**src/rtl/slot_pkg.sv**
```systemverilog
// Shared types for the slot-machine FPGA/MCU status link: the frame layout and the
// states of the SPI status transmitter.
package slot_pkg;

  localparam int SPI_FRAME_W = 16;
  localparam int CREDIT_W    = 12;

  typedef struct packed {
    logic                done;
    logic                spinning;
    logic [1:0]          state;
    logic [CREDIT_W-1:0] credits;
  } status_frame_t;

  typedef enum logic [1:0] {
    IDLE,
    SHIFT,
    DONE,
    WAIT
  } spi_tx_state_t;

endpackage

```
**src/rtl/spi_status_tx_sync_edge.sv**
```systemverilog
// Synchronizer for one slow asynchronous input, plus single-cycle rise/fall pulses
// derived from the synchronized level.
module sync_edge #(
  parameter int   SYNC_STAGES = 2,
  parameter logic RESET_VAL   = 1'b0
) (
  input  logic clk,
  input  logic reset_n,
  input  logic d,
  output logic level,
  output logic rise,
  output logic fall
);

  logic [SYNC_STAGES-1:0] sync_q;
  logic                   prev_q;

  // NOTE: sequential state always uses non-blocking assignments; blocking assignments
  // here would let simulation order decide whether the chain shifts by one or many.
  always_ff @(posedge clk or negedge reset_n) begin
    if (!reset_n) begin
      sync_q <= {SYNC_STAGES{RESET_VAL}};
      prev_q <= RESET_VAL;
    end else begin
      sync_q <= {sync_q[SYNC_STAGES-2:0], d};
      prev_q <= sync_q[SYNC_STAGES-1];
    end
  end

  assign level = sync_q[SYNC_STAGES-1];
  assign rise  = sync_q[SYNC_STAGES-1] & ~prev_q;
  assign fall  = ~sync_q[SYNC_STAGES-1] & prev_q;

endmodule

```
**src/rtl/spi_status_tx.sv**
```systemverilog
// SPI mode-0 status transmitter: snapshots the status frame on cs fall and shifts it
// out MSB first on sdo. Define SPI_TX_PARITY_EN to append an even-parity bit.
module spi_status_tx
  import slot_pkg::*;
#(
  parameter int FRAME_W     = SPI_FRAME_W,
  parameter int SYNC_STAGES = 2
) (
  input  logic                clk,
  input  logic                reset_n,
  input  logic                sclk,
  input  logic                cs,
  output logic                sdo,
  input  logic                done_in,
  input  logic                spinning_in,
  input  logic [1:0]          state_in,
  input  logic [CREDIT_W-1:0] credits_in,
  output logic                frame_sent,
  output logic                busy
);

`ifdef SPI_TX_PARITY_EN
  localparam int TOTAL_W = FRAME_W + 1;
`else
  localparam int TOTAL_W = FRAME_W;
`endif
  localparam int CNT_W = $clog2(TOTAL_W + 1);

  logic sclk_level, sclk_rise, sclk_fall;
  logic cs_level, cs_rise, cs_fall;

  sync_edge #(.SYNC_STAGES(SYNC_STAGES), .RESET_VAL(1'b0)) u_sclk_sync (
    .clk(clk), .reset_n(reset_n), .d(sclk),
    .level(sclk_level), .rise(sclk_rise), .fall(sclk_fall)
  );

  sync_edge #(.SYNC_STAGES(SYNC_STAGES), .RESET_VAL(1'b1)) u_cs_sync (
    .clk(clk), .reset_n(reset_n), .d(cs),
    .level(cs_level), .rise(cs_rise), .fall(cs_fall)
  );

  spi_tx_state_t       state_q, state_d;
  logic [TOTAL_W-1:0]  shreg_q;
  logic [CNT_W-1:0]    cnt_q;
  logic                snap_done_q;
  logic                done_sticky_q;
  status_frame_t       status;
  logic [FRAME_W-1:0]  frame;
  logic [TOTAL_W-1:0]  load_word;
  logic                bit_rise, bit_fall;

  // sclk only counts while the MCU is actually selecting us
  assign bit_rise = sclk_rise & ~cs_level;
  assign bit_fall = sclk_fall & ~cs_level;

  always_comb begin
    status.done     = done_sticky_q;
    status.spinning = spinning_in;
    status.state    = state_in;
    status.credits  = credits_in;
    frame           = '0;
    frame[FRAME_W-1 -: $bits(status_frame_t)] = status;
`ifdef SPI_TX_PARITY_EN
    load_word = {frame, ^frame};
`else
    load_word = frame;
`endif
  end

  always_ff @(posedge clk or negedge reset_n) begin
    if (!reset_n) state_q <= IDLE;
    else          state_q <= state_d;
  end

  // NOTE: every always_comb output gets a default first so no path infers a latch.
  always_comb begin
    state_d = state_q;
    unique case (state_q)
      IDLE:  if (cs_fall) state_d = SHIFT;
      SHIFT: begin
        if (cs_rise)                                     state_d = IDLE;
        else if (bit_rise && cnt_q == CNT_W'(TOTAL_W-1)) state_d = DONE;
      end
      DONE:  state_d = cs_rise ? IDLE : WAIT;
      WAIT:  if (cs_rise) state_d = IDLE;
      default: state_d = IDLE;
    endcase
  end

  always_comb begin
    sdo        = 1'b0;
    frame_sent = 1'b0;
    busy       = 1'b0;
    unique case (state_q)
      IDLE:  if (cs_fall) sdo = load_word[TOTAL_W-1];
      SHIFT: begin
        sdo  = cs_rise ? 1'b0 : shreg_q[TOTAL_W-1];
        busy = 1'b1;
      end
      DONE: begin
        frame_sent = 1'b1;
        busy       = 1'b1;
      end
      WAIT:  busy = 1'b1;
      default: ;
    endcase
  end

  // The snapshot stays frozen in shreg_q until the next cs fall in IDLE.
  always_ff @(posedge clk or negedge reset_n) begin
    if (!reset_n) begin
      shreg_q     <= '0;
      cnt_q       <= '0;
      snap_done_q <= 1'b0;
    end else if (state_q == IDLE && cs_fall) begin
      shreg_q     <= load_word;
      cnt_q       <= '0;
      snap_done_q <= status.done;
    end else if (state_q == SHIFT && !cs_rise) begin
      if (bit_rise) cnt_q <= cnt_q + 1'b1;
      if (bit_fall && cnt_q < CNT_W'(TOTAL_W)) shreg_q <= shreg_q << 1;
    end
  end

  // A fresh done pulse outranks clearing the one that was just reported.
  always_ff @(posedge clk or negedge reset_n) begin
    if (!reset_n)                       done_sticky_q <= 1'b0;
    else if (done_in)                   done_sticky_q <= 1'b1;
    else if (frame_sent && snap_done_q) done_sticky_q <= 1'b0;
  end

endmodule

```
**config.mk**
```make
export PLATFORM = sky130hd
export DESIGN_NAME = spi_status_tx
export DESIGN_NICKNAME = d
export VERILOG_FILES = /design/src/rtl/slot_pkg.sv /design/src/rtl/spi_status_tx_sync_edge.sv /design/src/rtl/spi_status_tx.sv
export SDC_FILE = /design/constraint.sdc
export NUM_CORES = 1
export LEC_CHECK = 0
export CORE_UTILIZATION = 29
export DETAILED_ROUTE_END_ITERATION = 8
export PLACE_DENSITY_LB_ADDON = 0.08
export SKIP_CTS_REPAIR_TIMING = 1
export SLEW_MARGIN = 20
export SYNTH_ARGS = -nofsm -noshare
export SYNTH_HDL_FRONTEND = slang
export SYNTH_SLANG_ARGS = --single-unit
```
**constraint.sdc**
```tcl
create_clock -name clk -period 1.95 [get_ports clk]
set_clock_uncertainty 0.15 [all_clocks]
set_input_delay 0.39 -clock clk [delete_from_list [all_inputs] [get_ports clk]]
set_output_delay 0.39 -clock clk [all_outputs]
set_load 0.05 [all_outputs]
```
==> results.yml <==
final_layout:
  diodes: 0
  drive_gt1_share_pct: 21.3
  fillers: 444
  fin_nets: 171
  layout_common_cells: "dfrtp_1, clkdlybuf4s50_1, and3_1"
  syn_to_final_growth_pct: 29.9
  final_util_pct: 40.4
  layout_commonest_cell: "dfrtp_1"
setup_path:
  crit_required_ns: 1.41
  critical_path_arrival_ns: 1.42
  critical_path_class: "reg2out"
  crit_path_start_kind: "register"
  reg2reg_depth: 3
  crit_fanout: 3
  end_kind: "output pin"
  r2r_start: "state_q[0]"
  r2r_slack_ns: 0.14
  r2r_end: "shreg_q[6]"
  startpoint: "u_cs_sync.prev_q"
  endpoint: "sdo"
sta:
  worst_slack_ns: -0.00862
  fin_crit_ns: 1.96
  fmax_mhz: 511
  drv_slew: 0
  rsz0062_at_grt: "true"
  slew_headroom_pct: 55.1
  setup_viol: 1
  hold_viol: 0
  finalCritPeriodShare_pct: 100
  hold_slack_ns: 0.204
  tightest_slew_ns: 0.674
synth:
  synth_cells: 118
  seq_area_frac_synth_pct: 55.7
  ys.warnings.count: 0
  synthesis.nets: 140
  syn_area_sq_um: 1400
  yosysTopAreaCellShare_pct: 50.0
  synth.avg_cell_area_sq_um: 11.9
  synth_largest_area_cell: "dfrtp_1"
  ys_top_cells_by_area: "dfrtp_1, a221o_1, and3_1"
  ys_ff_latch: 31
  ys_types: 32
cts:
  clk_pin_slew_ns: 0.07
  clock_sinks: 31
  tritoncts: "yes"
  clk_latency_ns: 0.28
  cts_max_level: 2
  cts_root_buffer: "clkbuf_8"
  clk_path_buf_depth: 2
  cts-buffers-inserted: 5
die:
  die_h_microns: 71.5
  start_util_pct: 31.1
  chipWidth_microns: 71.5
  design.die.area_sq_um: 5110
  core_area_sq_um: 4500
  num_rows: 24
  io_pins: 23
pwr:
  p_leak_nw: 0.814
  ir_drop_uv: 413
  p_per_area_nw_per_um2: 881
min_path:
  min_path_type: "reg2reg"
global_routing:
  grt_max_degree: 32
  antenna_found_initial: 0
  grt_overflow_total: 0
  grt_pass1_wl_mm: 5.21
  grt_pass1_vias: 1049
  grt_usage_pct: 13.5
placement:
  hpwl_mm: 2.03
  routabilityCongestion: 0.692
  port_buffers: 22
routing:
  first_iter_violations: 90
  via_count: 1072
  dr.pass1.iters: 4
  via_per_inst: 5.31
  drt_wl_total_mm: 3.10
  drcViolationCount: 0
  routedWlPerCell_microns: 15.3
  ant_nets: 0
run_status:
  status: "finished with violations"
  failed_checks: "negative setup slack"
flow_run:
  drv_cap: 0
## worst min path at each step
| stage | from | end | slack (ns) | depth (start not counted) |
|---|---|---|---|---|
| 6_report | u_sclk_sync.sync_q[0] | u_sclk_sync.sync_q[1] | 0.20 | 0 |
| 5_1_grt | u_cs_sync.sync_q[0] | u_cs_sync.sync_q[1] | 0.21 | 0 |
| 4_1_cts | u_sclk_sync.sync_q[0] | u_sclk_sync.sync_q[1] | 0.21 | 0 |
| 3_5_place_dp | u_sclk_sync.sync_q[0] | u_sclk_sync.sync_q[1] | 0.19 | 0 |
| 3_3_place_gp | u_sclk_sync.sync_q[0] | u_sclk_sync.sync_q[1] | 0.19 | 0 |
| 2_1_floorplan | reset_n | cnt_q[0] | -0.06 | 0 |
## layer usage
layer	part of all wire (%)	vias to the layer above	track usage (%)	wire length [microns]
li1	-	505	-	-
met4	1.0	0	5.23	31
met1	51	534	19.4	1560
met5	0	-	0	0
met2	43	28	19.2	1340
met3	5.2	5	3.94	160
## state kept, by name (all words and copies together) (netlist names)
register / cells
shreg_q: 16
snap_done_q: 1
u_cs_sync.sync_q: 2
u_sclk_sync.sync_q: 2
u_cs_sync.prev_q: 1
u_sclk_sync.prev_q: 1
state_q: 2
cnt_q: 5
done_sticky_q: 1
## logic make-up after synthesis
logic type	Yosys count	share of synthesized area, %
compound gates	28	15.9
mux	2	1.43
buf+inv	8	3.93
simple gates	47	21.3
fa+ha+maj	2	1.79
flops	31	55.7
## area by class of cell
cell class | count | area (sq um) | share of cell area (%)
clock buffers | 5 | 68.8 | 3.78
clock inverters | 3 | 20.0 | 1.10
inverters | 2 | 7.51 | 0.413
multi-input cells | 79 | 579 | 31.8
flip-flops and latches | 31 | 781 | 42.9
well taps | 52 | 65.1 | 3.58
repair buffers | 30 | 298 | 16.4
## critical path, cell delays in order, from the launching register on
cell and delay (ns):
dfstp_2 0.55, nor2b_4 0.15, nand3b_1 0.10, a21oi_2 0.19, buf_12 0.15
## cell usage after synthesis (all sizes together)
cell type and count:
dfrtp 28, and3 15, a221o 14, nand2 8
a21oi 7, buf 5, nand3 5, nor2b 4
dfstp 3, o21ai 3, a21o 2, and2 2
ha 2, inv 2, mux2i 2, nand3b 2
nor3 2, and4bb 1, clkbuf 1, nand2b 1
nor2 1, nor3b 1, nor4b 1, o211ai 1
o22ai 1, or2 1, or3 1, or3b 1
or4b 1
## where the power goes
| group | leakage, nW | switching, mW | internal, mW | total, mW |
|---|---|---|---|---|
| clock | 0.0402 | 0.256 | 0.248 | 0.504 |
| sequential | 0.378 | 0.0645 | 0.748 | 0.813 |
| combinational | 0.395 | 0.127 | 0.159 | 0.286 |
## through the flow
step | setup TNS (ns) | worst slack, ns | instance area, sq um | total power [mW] | instances
detailed placement | 0 | 0.121 | 1700 | 1.10 | 191
global route | -0.0854 | -0.0854 | 1820 | 1.69 | 202
CTS | -0.103 | -0.103 | 1790 | 1.62 | 199
global placement | 0 | 0.174 | 1700 | 1.10 | 191
finish | -0.00862 | -0.00862 | 1820 | 1.60 | 202
floorplan | 0 | 0.108 | 1400 | 0.984 | 118
Power figures use the tool's default switching activity.
